`src/rtl/mul_share_ctrl.sv`:
```
// Round-robin scheduler that shares one repeated-addition multiplier datapath between two requesters.
// Optional macro MUL_ZERO_SKIP_EN bypasses the datapath when either granted operand is zero.
module mul_share_ctrl #(
   parameter int WIDTH = 16
) (
   input  logic             clk,
   input  logic             rst,
   input  logic             req0,
   input  logic [WIDTH-1:0] a0,
   input  logic [WIDTH-1:0] b0,
   input  logic             req1,
   input  logic [WIDTH-1:0] a1,
   input  logic [WIDTH-1:0] b1,
   output logic             done0,
   output logic             done1,
   output logic [WIDTH-1:0] result,
   output logic             busy,
   output logic [WIDTH-1:0] dp_data,
   output logic             LdA,
   output logic             LdB,
   output logic             LdP,
   output logic             clrP,
   output logic             decB,
   input  logic             eqz,
   input  logic [WIDTH-1:0] dp_y
);

   typedef enum logic [2:0] {IDLE, LOAD_A, LOAD_B, ADD, DONE} state_t;

   state_t           r_state;
   state_t           w_next;
   logic             r_grant;
   logic             r_ptr;
   logic [WIDTH-1:0] r_result;
   logic             w_anyReq;
   logic             w_grantSel;

   // The pointer only breaks ties; a lone requester is always granted.
   assign w_anyReq   = req0 | req1;
   assign w_grantSel = (req0 & req1) ? r_ptr : req1;

`ifdef MUL_ZERO_SKIP_EN
   logic w_zeroOp;
   assign w_zeroOp = w_grantSel ? ((a1 == '0) || (b1 == '0))
                                : ((a0 == '0) || (b0 == '0));
`endif

   always_ff @(posedge clk or posedge rst) begin
      if (rst) begin
         r_state  <= IDLE;
         r_grant  <= 1'b0;
         r_ptr    <= 1'b0;
         r_result <= '0;
      end else begin
         r_state <= w_next;
         if (r_state == IDLE && w_anyReq)
            r_grant <= w_grantSel;
         if (r_state == DONE)
            r_ptr <= ~r_grant;
         if (r_state == ADD && eqz)
            r_result <= dp_y;
`ifdef MUL_ZERO_SKIP_EN
         if (r_state == IDLE && w_anyReq && w_zeroOp)
            r_result <= '0;
`endif
      end
   end

   always_comb begin
      w_next  = r_state;
      dp_data = '0;
      LdA     = 1'b0;
      LdB     = 1'b0;
      LdP     = 1'b0;
      clrP    = 1'b0;
      decB    = 1'b0;
      done0   = 1'b0;
      done1   = 1'b0;
      case (r_state)
         IDLE: begin
            if (w_anyReq) begin
`ifdef MUL_ZERO_SKIP_EN
               w_next = w_zeroOp ? DONE : LOAD_A;
`else
               w_next = LOAD_A;
`endif
            end
         end
         LOAD_A: begin
            dp_data = r_grant ? a1 : a0;
            LdA     = 1'b1;
            w_next  = LOAD_B;
         end
         LOAD_B: begin
            dp_data = r_grant ? b1 : b0;
            LdB     = 1'b1;
            clrP    = 1'b1;
            w_next  = ADD;
         end
         ADD: begin
            // One accumulate per remaining count; eqz ends the loop.
            if (!eqz) begin
               LdP  = 1'b1;
               decB = 1'b1;
            end else begin
               w_next = DONE;
            end
         end
         DONE: begin
            done0  = ~r_grant;
            done1  = r_grant;
            w_next = IDLE;
         end
         default: w_next = IDLE;
      endcase
   end

   assign busy   = (r_state != IDLE);
   assign result = r_result;

endmodule

```
`config.mk`:
```
export PLATFORM = sky130hd
export DESIGN_NAME = mul_share_ctrl
export DESIGN_NICKNAME = d
export VERILOG_FILES = /design/src/rtl/mul_share_ctrl.sv
export SDC_FILE = /design/constraint.sdc
export NUM_CORES = 1
export LEC_CHECK = 0
export BUFFER_PORTS_ARGS = -buffer_cell sky130_fd_sc_hd__buf_2
export CAP_MARGIN = 20
export CORE_ASPECT_RATIO = 0.7
export CORE_UTILIZATION = 37
export DETAILED_ROUTE_END_ITERATION = 10
export GPL_TIMING_DRIVEN = 0
export PLACE_DENSITY_LB_ADDON = 0.1
export SLEW_MARGIN = 30
export SYNTH_ARGS = -nofsm -noshare
export SYNTH_HDL_FRONTEND = slang
export SYNTH_SLANG_ARGS = --single-unit
```
`constraint.sdc`:
```
create_clock -name clk -period 1.8 [get_ports clk]
set_input_delay 0.18 -clock clk [delete_from_list [all_inputs] [get_ports clk]]
set_output_delay 0.18 -clock clk [all_outputs]
set_load 0.02 [all_outputs]
```
-- Word-level counts from Yosys, hierarchy flattened
Cells that the tools add are included.
- equality and inequality tests: 6
- multiplexer cells: 13
- bitwise operators: 3
- reductions and logical operators: 5
- operator list (cell ; count):
    two-way mux 16 bit ; 2
    one-hot mux 16 bit (2 select lines) ; 1
    one-hot mux 3 bit (4 select lines) ; 1
    two-way mux 1 bit ; 7
    == test 3 x 2 -> 1 bit, second input constant ; 2
    two-way mux 3 bit ; 2
    != test 2 bit, second input constant ; 2
    == test 3 x 1 -> 1 bit, second input constant ; 1
    == test 3 bit, second input constant ; 1
    logical NOT 3 bit ; 1
    nonzero test 3 bit ; 1
    logical AND 1 bit ; 2
    AND reduction 2 bit ; 1
    AND 1 bit ; 1
    inverter 1 bit ; 1
    OR 1 bit ; 1
- register bits after elaboration: 21
- bits of input ports: 85
- output and inout port bits: 40
- word-level logic and storage cells: 31

-- Longest topological paths before layout
Gate-level depths: netlist of the first run.
- word-level depth: 3
- depth in mapped cells: 6
- mapped depth without buffers: 2

-- Least setup slack after synthesis of the first run
Ideal clock, no wire load.
- kind: register to output
- start point: register r_state[0]
- end point: output dp_data[0]
- data arrival time: 1.499 ns
- required time: 1.620 ns
- slack: 0.121 ns
- stages on the path, launching flop included: 6
- buffers on the path: 3
- cells stage by stage: dfrtp_1 buf_6 or3b_1 buf_6 buf_8 o22ai_1
- word-level cells in the longest chain between the ends: 2
- elaborated cells on any way between the ends: 3
- classes of those cells: 2 x eq/ne; 1 x mux
- ends and longest elaborated chain (what ; RTL line ; text):
    start, declared ; 30 ; state_t r_state;
    start signal, assigned ; 55 ; r_state <= w_next;
    == test 3 x 2 -> 1 bit or == test 3 x 1 -> 1 bit (tied branches) ; 79 ; case (r_state)
    one-hot mux 16 bit (2 select lines) * ; 79 ;
    end, declared ; 18 ; output logic [WIDTH-1:0] dp_data,
Mark *: on every way between the ends. The rest lies on a longest branch, timed or not.

-- Final worst setup path of the first run
- start point: register r_state[0]
- end point: output dp_data[6]
Same word-level chain as after synthesis.

==> qor.txt, run 1 <==
Post-route DRC: 0
Final Net Count: 340
worst min-delay path class: input pin to asynchronous set/reset pin
initial antenna violation count: 0
total CTS buffers: 3
r2r endpoint: result[5]$_DFFE_PP0P_
Reg2Reg Setup Slack: 190 ps
PortBufs: 124
Vias: 1446
worst setup path end: dp_data[6]
post-route setup slack: -44.15 ps
Layout Skew: 1.634 ps
CP Launch Type: flip-flop
die area: 0.003982 mm²
vias per cell: 4.757
Worst-path clk slew: 70 ps
Critical Path RT: 1620 ps
gr ovfl total: 0
crit end category: output port
mapped cell area: 0.001380 mm²
status: complete, but fails checks
Slew headroom: 47.21%
placed cells: 294
Leak Pwr: 1.307 nW
Synth Warn #: 0
Placer Congestion: 0.7020
Core Area: 0.003536 mm²
final instance area: 0.002596 mm²
reg2reg start: r_state[2]$_DFFE_PP0P_
H-tree levels: 1
antenna-violating nets left: 0
fin cells: 304
minimum clock period: 1844 ps
area leader, netlist: dfrtp_1
number of synthesized register bits: 21
CP Max Fanout: 6
CTS tree: yes
first-pass GRT wire length: 5871 µm
Synth Area per Inst: 11.50 µm²
final slew viol count: 0
FP Rows: 18
register area share after synthesis: 38.08%
CP Class: flip-flop to output port
clk_lat worst skew: 260 ps
antenna cell count: 0
Initial DRC Count: 20
drt pass-1 iters: 4
max frequency: 542.3 MHz
Post-Route WL: 4141 µm
Die Y: 53.10 µm
hold_ws: 54.29 ps
Finish-stage setup viols: 16
Die W: 75.00 µm
number of global-route vias before repair: 1280
Yosys top cell area share: 38.08%
starting density of the core: 39.03%
gr usage total: 20.23%
largest net degree at the start of global routing: 22
Hold Violations, Final: 0
P per Cell Area: 1897 mW/mm²
wire length per cell: 13.62 µm
dpl hpwl: 2741 µm
worst vdd rail ir drop: 1.280 mV
clock tree buffer depth: 2
Critical Path AT: 1660 ps
CP startpoint: r_state[0]$_DFFE_PP0P_
RSZ-0062 raised after global routing: yes
max_cap viols: 0
root buffer cell: clkbuf_8
failing checks: setup timing
layout cell share with drive strength beyond 1: 77.56%
Post-Syn Nets: 205
R2R cell count: 4
total power: 4.924 mW
largest cells by area after synthesis: dfrtp_1 (38%), mux2i_1 (24%), mux2_2 (13%)
Mapped Cells: 120
post-place setup slack: 105.1 ps
I/O Pins: 125
Synth cell types: 23
Area Growth Syn to Fin: 88.12%
Post-DP Area: 0.002063 mm²
period utilization: 102.5%
Clock Sinks: 21
Slew @ Worst Pin: 791.0 ps
## cell families (layout without fill, tap and decap cells)
group / Yosys count / count (layout) / share of synthesized area, %
buffers and inverters: 18 / 152 / 8.159
AND/OR/NAND/NOR: 10 / 10 / 5.894
flip-flops: 21 / 21 / 38.08
AO/OA/AOI/OAI: 22 / 22 / 10.88
multiplexers: 49 / 49 / 36.99
## cell usage after synthesis (all sizes together)
cell / instances
a21bo: 2
a21oi: 1
and2: 1
buf: 12
dfrtp: 21
inv: 6
mux2: 16
mux2i: 33
nand4b: 1
nor2b: 1
nor3: 1
nor3b: 1
nor4b: 1
o21bai: 1
o22a: 1
o22ai: 16
o311ai: 1
or2b: 1
or3: 1
or3b: 2
## what timing repair did
item | CTS | global route
cloned | 1 | 0
resized for setup | 72 | 22
endpoints found under the setup margin | 19 | 21
pin swaps | 15 | 4
hold buffers | 0 | 0
buffers inserted | 6 | 1
## worst min-delay path by stage
stage	endpoint	slack [ps]	cells after the start
final	result[6]$_DFFE_PP0P_	50	2
after global routing	result[15]$_DFFE_PP0P_	130	2
after CTS	result[15]$_DFFE_PP0P_	70	2
after detailed placement	result[6]$_DFFE_PP0P_	360	2
after global placement	result[6]$_DFFE_PP0P_	360	2
after floorplan	r_grant$_DFFE_PP0P_	160	1
## placed cells by master, fill, tap and decap left out, drive strengths merged
cell type / instances
clkbuf: 4
mux2: 16
or2b: 1
clkinv: 1
or3: 1
or3b: 2
nand4b: 1
nor3: 1
dfrtp: 21
o311ai: 1
o22a: 1
buf: 141
o22ai: 16
nor3b: 1
a21oi: 1
nor2b: 1
nor4b: 1
and2: 1
a21bo: 2
mux2i: 33
o21bai: 1
inv: 6
## registers in the layout (all words and copies together), names as in the netlist
signal / count
result: 16
r_state: 3
r_grant: 1
r_ptr: 1
## worst max-delay path, stage by stage (launching register included)
cell and delay (ps):
dfrtp_1 410, or3b_1 400, buf_6 150, buf_12 140
o22ai_4 160, buf_6 140
## routing by layer
| layer | routed length [µm] | vias to the layer above | track usage [%] |
|---|---|---|---|
| li1 | - | 714 | - |
| met1 | 1802 | 658 | 25.18 |
| met2 | 1994 | 68 | 34.83 |
| met3 | 287 | 6 | 5.143 |
| met4 | 57 | 0 | 5.346 |
| met5 | 0 | - | 0 |
## metrics by stage
step	utilization [%]	TNS [ps]
2_1_floorplan	-	0
3_3_place_gp	58.35	0
3_5_place_dp	58.35	0
4_1_cts	70.38	-1210
5_1_grt	73.43	-1275
6_report	73.43	-353.5
## power breakdown
group / internal (mW) / switching [mW] / total, mW
Sequential: 0.712 / 0.109 / 0.821
Clock: 0.154 / 0.153 / 0.307
Combinational: 1.91 / 1.89 / 3.80
## final cells by class
| cell class | instances | area [µm²] |
|---|---|---|
| buffer | 10 | 113.9 |
| sequential | 21 | 528.0 |
| multi-input combinational | 81 | 985.9 |
| timing repair buffer | 132 | 834.6 |
| fill | 255 | 939.7 |
| tap | 50 | 62.56 |
| clock inverter | 1 | 5.005 |
| inverter | 6 | 25.02 |
| clock buffer | 3 | 41.29 |
Note: power is estimated with default switching activity, not from simulation.
==> run 2: changes to the inputs <==
- ABC_AREA: default -> 1
- CORE_UTILIZATION: 37 -> 39
==> qor.txt, run 2 <==
Vias: 1919 (+33%)
crit end category: output port
final slew viol count: 0 (unchanged)
minimum clock period: 1696 ps (-147.7 ps)
commonest cells in the netlist: nand2_1 (200), dfrtp_1 (21), inv_1 (10)
Fillers: 362 (+42%)
I/O Pins: 125 (unchanged)
gr ovfl total: 0 (unchanged)
clock tree buffer depth: 2 (unchanged)
area leader, netlist: nand2_1
Finish-stage setup viols: 0 (-16)
hold-fix buffers at CTS: 0 (unchanged)
Critical Path RT: 1620 ps (about the same)
dpl hpwl: 3338 µm (+22%)
Synth Area per Inst: 5.817 µm² (-49%)
Worst-path clk slew: 80 ps (about the same)
antenna cell count: 0 (unchanged)
internal power: 1.760 mW (-37%)
number of synthesized register bits: 21 (unchanged)
register area share after synthesis: 34.48% (-3.6 points)
Post-synth EDFFs: 0 (unchanged)
commonest non-fill, non-tap cell in the layout: nand2_1
starting density of the core: 42.03% (+3.0 points)
Post-Route WL: 4311 µm (+4.1%)
worst min-delay path class: input pin to asynchronous set/reset pin
combinational share of power: 69.4% (-7.7 points)
CTS tree: yes
initial antenna violation count: 0 (unchanged)
Mapped Cells: 262 (+120%)
Slew headroom: 46.79% (-0.42 points)
max frequency: 589.5 MHz (+8.7%)
Hold Violations, Final: 0 (unchanged)
final instance area: 0.002296 mm² (-12%)
Synth Warn #: 0 (unchanged)
root buffer cell: clkbuf_8
P per Cell Area: 1586 mW/mm² (-16%)
max_cap viols: 0 (unchanged)
Layout Skew: 5.573 ps (+3.939 ps)
first-pass GRT wire length: 6561 µm (+12%)
max FFs per register: 16 (unchanged)
gr usage total: 20.11% (-0.12 points)
ys async rst share: 100.0% (unchanged)
most frequent cells in the layout: nand2_1 (200), buf_2 (125), dfrtp_1 (21), buf_4 (8), inv_1 (8)
CP Max Fanout: 10 (+4)
layout cell share with drive strength beyond 1: 38.68% (-39 points)
Slew @ Worst Pin: 797.2 ps (+6.276 ps)
CP Class: flip-flop to output port
vias per cell: 4.332 (-8.9%)
FP Rows: 18 (unchanged)
CP Launch Type: flip-flop
antenna-violating nets left: 0 (unchanged)
P_sw: 1.881 mW (-12%)
mapped cell area: 0.001524 mm² (+10%)
post-place setup slack: 259.8 ps (+154.8 ps)
RSZ-0062 raised after global routing: yes
status: finished clean
Critical Path AT: 1520 ps (-140 ps)
Final Net Count: 479 (+41%)
wire length per cell: 9.731 µm (-29%)
Synth Flop Type: dfrtp_1
Clock Sinks: 21 (unchanged)
H-tree levels: 1 (unchanged)
clk_lat worst skew: 260 ps (about the same)
Post-DP Area: 0.002207 mm² (+7.0%)
Die W: 76.72 µm (+2.3%)
Reg power frac: 22.1% (+5.4 points)
largest cells by area after synthesis: nand2_1 (49%), dfrtp_1 (34%), inv_1 (2.5%)
die area: 0.004166 mm² (+4.6%)
Yosys top cell area share: 49.26% (+11 points)
drt pass-1 iters: 4 (unchanged)
Net Sw Frac: 51.66% (+8.0 points)
most frequent cell after synthesis: nand2_1
period utilization: 94.25% (-8.2 points)
Initial DRC Count: 59 (+200%)
worst vdd rail ir drop: 0.7985 mV (-38%)
largest net degree at the start of global routing: 22 (unchanged)
Core Area: 0.003626 mm² (+2.5%)
clock share of power: 8.5% (+2.3 points)
PortBufs: 124 (unchanged)
Area Growth Syn to Fin: 50.66%
total power: 3.641 mW (-26%)
Placer Congestion: 0.7016 (about the same)
total CTS buffers: 3 (unchanged)
Post-Syn Nets: 347 (+69%)
number of global-route vias before repair: 1530 (+20%)
Post-route DRC: 0 (unchanged)
Die Y: 54.30 µm (+2.3%)
Leak Pwr: 1.550 nW (+19%)
post-route setup slack: 103.6 ps (+147.7 ps)
Synth cell types: 18 (-22%)
[run 2: cells by family (layout without fill, tap and decap cells)]
kind of cell / count (synthesis) / in the layout / synth area share [%]
AOI/OAI and AO/OA: 2 / 2 / 0.6562
buffers and inverters: 25 / 156 / 9.113
DFF: 21 / 21 / 34.48
and+or+nand+nor: 214 / 214 / 55.75
[run 2: what timing repair did]
item	CTS	global route
setup endpoints to repair	17	16
gates resized for setup	4	10
cloned	0	0
buffers inserted	1	2
pin swaps	2	1
[run 2: area by class of cell]
type | count | area, µm² | area share (%)
Sequential cell | 21 | 525.5 | 22.89
Clock buffer | 4 | 45.04 | 1.962
Buffer | 14 | 118.9 | 5.177
Inverter | 11 | 41.29 | 1.798
Tap cell | 50 | 62.56 | 2.725
Timing Repair Buffer | 127 | 643.1 | 28.01
Multi-Input combinational cell | 216 | 859.6 | 37.44
[run 2: power groups by stage]
stage / sequential [mW] / combinational (mW) / clock [mW]
floorplan: 1.01 / 1.49 / 0
global placement: 0.807 / 2.42 / 0
detailed placement: 0.807 / 2.44 / 0
CTS: 0.805 / 2.48 / 0.316
global route: 0.831 / 2.81 / 0.343
finish: 0.805 / 2.53 / 0.308
[run 2: metrics by stage]
step,instances,TNS [ps],util (%),hold WS [ps]
2_1_floorplan,262,0,-,156.5
3_3_place_gp,436,0,60.87,359.3
3_5_place_dp,436,0,60.87,365.9
4_1_cts,441,0,62.56,83.71
5_1_grt,443,-1.528,63.32,104.0
6_report,443,0,63.32,57.53
[run 2: metal layers]
metal	share of wire (%)	vias up	track usage [%]	routed length, µm
li1	-	1035	-	-
met1	47	808	25.48	2034
met2	45	74	35.12	1925
met3	7.8	2	5.667	337
met4	0.28	0	3.846	12
met5	0	-	0	0
[run 2: worst paths after layout]
path	startpoint	to	slack, ps	cells after the start
worst max-delay path	r_grant$_DFFE_PP0P_	dp_data[5]	100	8
worst min-delay path	rst	result[7]$_DFFE_PP0P_	60	2
min in group clk	dp_y[7]	result[7]$_DFFE_PP0P_	110	3
max in group asynchronous	rst	r_state[1]$_DFFE_PP0P_	1240	2
worst max register to register	r_state[2]$_DFFE_PP0P_	result[15]$_DFFE_PP0P_	540	5
worst min register to register	result[13]$_DFFE_PP0P_	result[13]$_DFFE_PP0P_	480	2
[run 2: critical path: stages (launching register included)]
cell and delay, ps:
dfrtp_1 360, buf_2 180, inv_2 140, buf_4 190, nand2_1 60, nand2_1 50, nand2_1 50, nand2_1 60
buf_2 160
==> run 3: changes to the inputs <==
--- a/config.mk
+++ b/config.mk
@@ -7,5 +7,5 @@
 export LEC_CHECK = 0
 export ABC_AREA = 1
-export BUFFER_PORTS_ARGS = -buffer_cell sky130_fd_sc_hd__buf_2
+export BUFFER_PORTS_ARGS = -buffer_cell sky130_fd_sc_hd__buf_4
 export CAP_MARGIN = 20
 export CORE_ASPECT_RATIO = 0.7
==> constraint.sdc (replaced) <==
create_clock -name clk -period 1.8 [get_ports clk]
set_input_delay 0.09 -clock clk [delete_from_list [all_inputs] [get_ports clk]]
set_output_delay 0.09 -clock clk [all_outputs]
set_load 0.02 [all_outputs]
==> qor.txt, run 3 (synthesis gave the netlist of run 2 again) <==
CP Max Fanout: 10 (unchanged)
number of global-route vias before repair: 1647 (+7.6%)
drt pass-1 iters: 4 (unchanged)
layout cell share with drive strength beyond 1: 38.42% (-0.25 points)
gr usage total: 22.09% (+2.0 points)
crit end category: output port
CTS tree: yes
Critical Path AT: 1530 ps (about the same)
die area: 0.004166 mm² (unchanged)
area taken by multi-input logic gates: 859.6 µm² (unchanged)
Slew @ Worst Pin: 791.2 ps (-6.059 ps)
gr ovfl total: 0 (unchanged)
H-tree levels: 1 (unchanged)
first-pass GRT wire length: 7245 µm (+10%)
worst vdd rail ir drop: 0.8944 mV (+12%)
reg2reg start: r_state[2]$_DFFE_PP0P_
Fillers: 326 (-9.9%)
antenna cell count: 0 (unchanged)
status: complete, but fails checks
total power: 3.959 mW (+8.7%)
hold_ws: -21.72 ps (-79.25 ps)
P per Cell Area: 1525 mW/mm² (-3.8%)
Post-route DRC: 0 (unchanged)
dpl hpwl: 3727 µm (+12%)
max frequency: 617.1 MHz (+4.7%)
Die W: 76.72 µm (unchanged)
worst min-delay path class: input pin to asynchronous set/reset pin
vias per cell: 4.436 (+2.4%)
Initial DRC Count: 54 (-8.5%)
wire length per cell: 10.69 µm (+9.9%)
period utilization: 90.03% (-4.2 points)
Finish-stage setup viols: 0 (unchanged)
final slew viol count: 0 (unchanged)
Setup TNS: 0 ps (unchanged)
CP Class: flip-flop to output port
commonest non-fill, non-tap cell in the layout: nand2_1
Core Area: 0.003626 mm² (unchanged)
Post-Route WL: 4737 µm (+9.9%)
antenna-violating nets left: 0 (unchanged)
root buffer cell: clkbuf_8
Critical Path RT: 1710 ps (+90 ps)
max_cap viols: 0 (unchanged)
clk_lat worst skew: 260 ps (about the same)
starting density of the core: 42.03% (unchanged)
Worst-path clk slew: 80 ps (about the same)
max FFs per register: 16 (unchanged)
clock tree buffer depth: 2 (unchanged)
FP Rows: 18 (unchanged)
RSZ-0062 raised after global routing: no
Die Y: 54.30 µm (unchanged)
CP startpoint: r_grant$_DFFE_PP0P_
CP Launch Type: flip-flop
Layout Skew: 3.098 ps (-2.475 ps)
minimum clock period: 1620 ps (-75.95 ps)
PortBufs: 124 (unchanged)
register area: 525.5 µm² (unchanged)
Area Growth Syn to Fin: 70.36%
Final Net Count: 479 (unchanged)
Placer Congestion: 0.7427 (+5.9%)
placed cells: 436 (unchanged)
Slew headroom: 47.20% (+0.40 points)
largest net degree at the start of global routing: 22 (unchanged)
fin cells: 443 (unchanged)
total CTS buffers: 3 (unchanged)
Leak Pwr: 1.636 nW (+5.5%)
Hold Violations, Final: 21 (+21)
Reg2Reg Setup Slack: 550 ps (about the same)
Vias: 1965 (+2.4%)
initial antenna violation count: 0 (unchanged)
r2r endpoint: result[6]$_DFFE_PP0P_
failing checks: hold timing
Clock Sinks: 21 (unchanged)
R2R cell count: 5 (unchanged)
I/O Pins: 125 (unchanged)
most frequent cells in the layout: nand2_1 (200), buf_4 (131), dfrtp_1 (21), inv_1 (9), nor2_1 (5)
run 3: changes by cell type in the layout (fill, tap and decap cells not counted):
cell / delta
buf_2: -124
buf_4: +123
buf_6: -2
clkbuf_2: +1
clkbuf_4: +2
inv_1: +1
inv_2: -1
run 3: worst max-delay path, stage by stage (launching register included):
cell      delay (ps)
dfrtp_1          360
buf_2            180
inv_2            120
clkbuf_4         220
nand2_1           60
nand2_1           70
nand2_1           50
nand2_1           60
buf_4            140
run 3: through the flow:
step / cell area, µm² / util (%) / setup WS [ps]
floorplan: 1524 / - / 503.5
global placement: 2517 / 69.43 / 378.7
finish: 2596 / 71.60 / 179.5
CTS: 2562 / 70.67 / 54.07
detailed placement: 2517 / 69.43 / 346.5
global route: 2596 / 71.60 / 57.00
run 3: worst max-delay path by stage:
stage / to / slack (ps) / depth (start not counted)
2_1_floorplan: dp_data[0] / 500 / 7
3_3_place_gp: dp_data[7] / 380 / 6
3_5_place_dp: dp_data[8] / 350 / 8
4_1_cts: dp_data[8] / 50 / 8
5_1_grt: dp_data[14] / 60 / 8
6_report: dp_data[8] / 180 / 8
run 3: repair_timing:
action | in CTS | in global routing
resized for setup | 0 | 10
setup buffers | 0 | 3
setup endpoints to repair | 0 | 16
hold buffers | 0 | 0
run 3: final cells by class:
cell class,count,area share [%]
Sequential cell,21,20.24
Tap cell,50,2.410
Buffer,14,4.193
Timing Repair Buffer,127,36.72
Multi-Input combinational cell,216,33.11
Inverter,11,1.590
Clock buffer,4,1.735
run 3: power breakdown:
part | switching, mW | internal [mW] | total (mW) | leakage (nW)
Sequential | 0.130 | 0.687 | 0.817 | 0.263
Clock | 0.151 | 0.158 | 0.308 | 0.0228
Combinational | 1.65 | 1.18 | 2.83 | 1.35
run 3: routing by layer:
layer  track usage, %  routed length [µm]  vias up
met4            4.487                  21        0
met3            5.667                 350        4
met1            28.05                2135      853
met2            38.84                2229       71
met5                0                   0        -
li1                 -                   -     1037
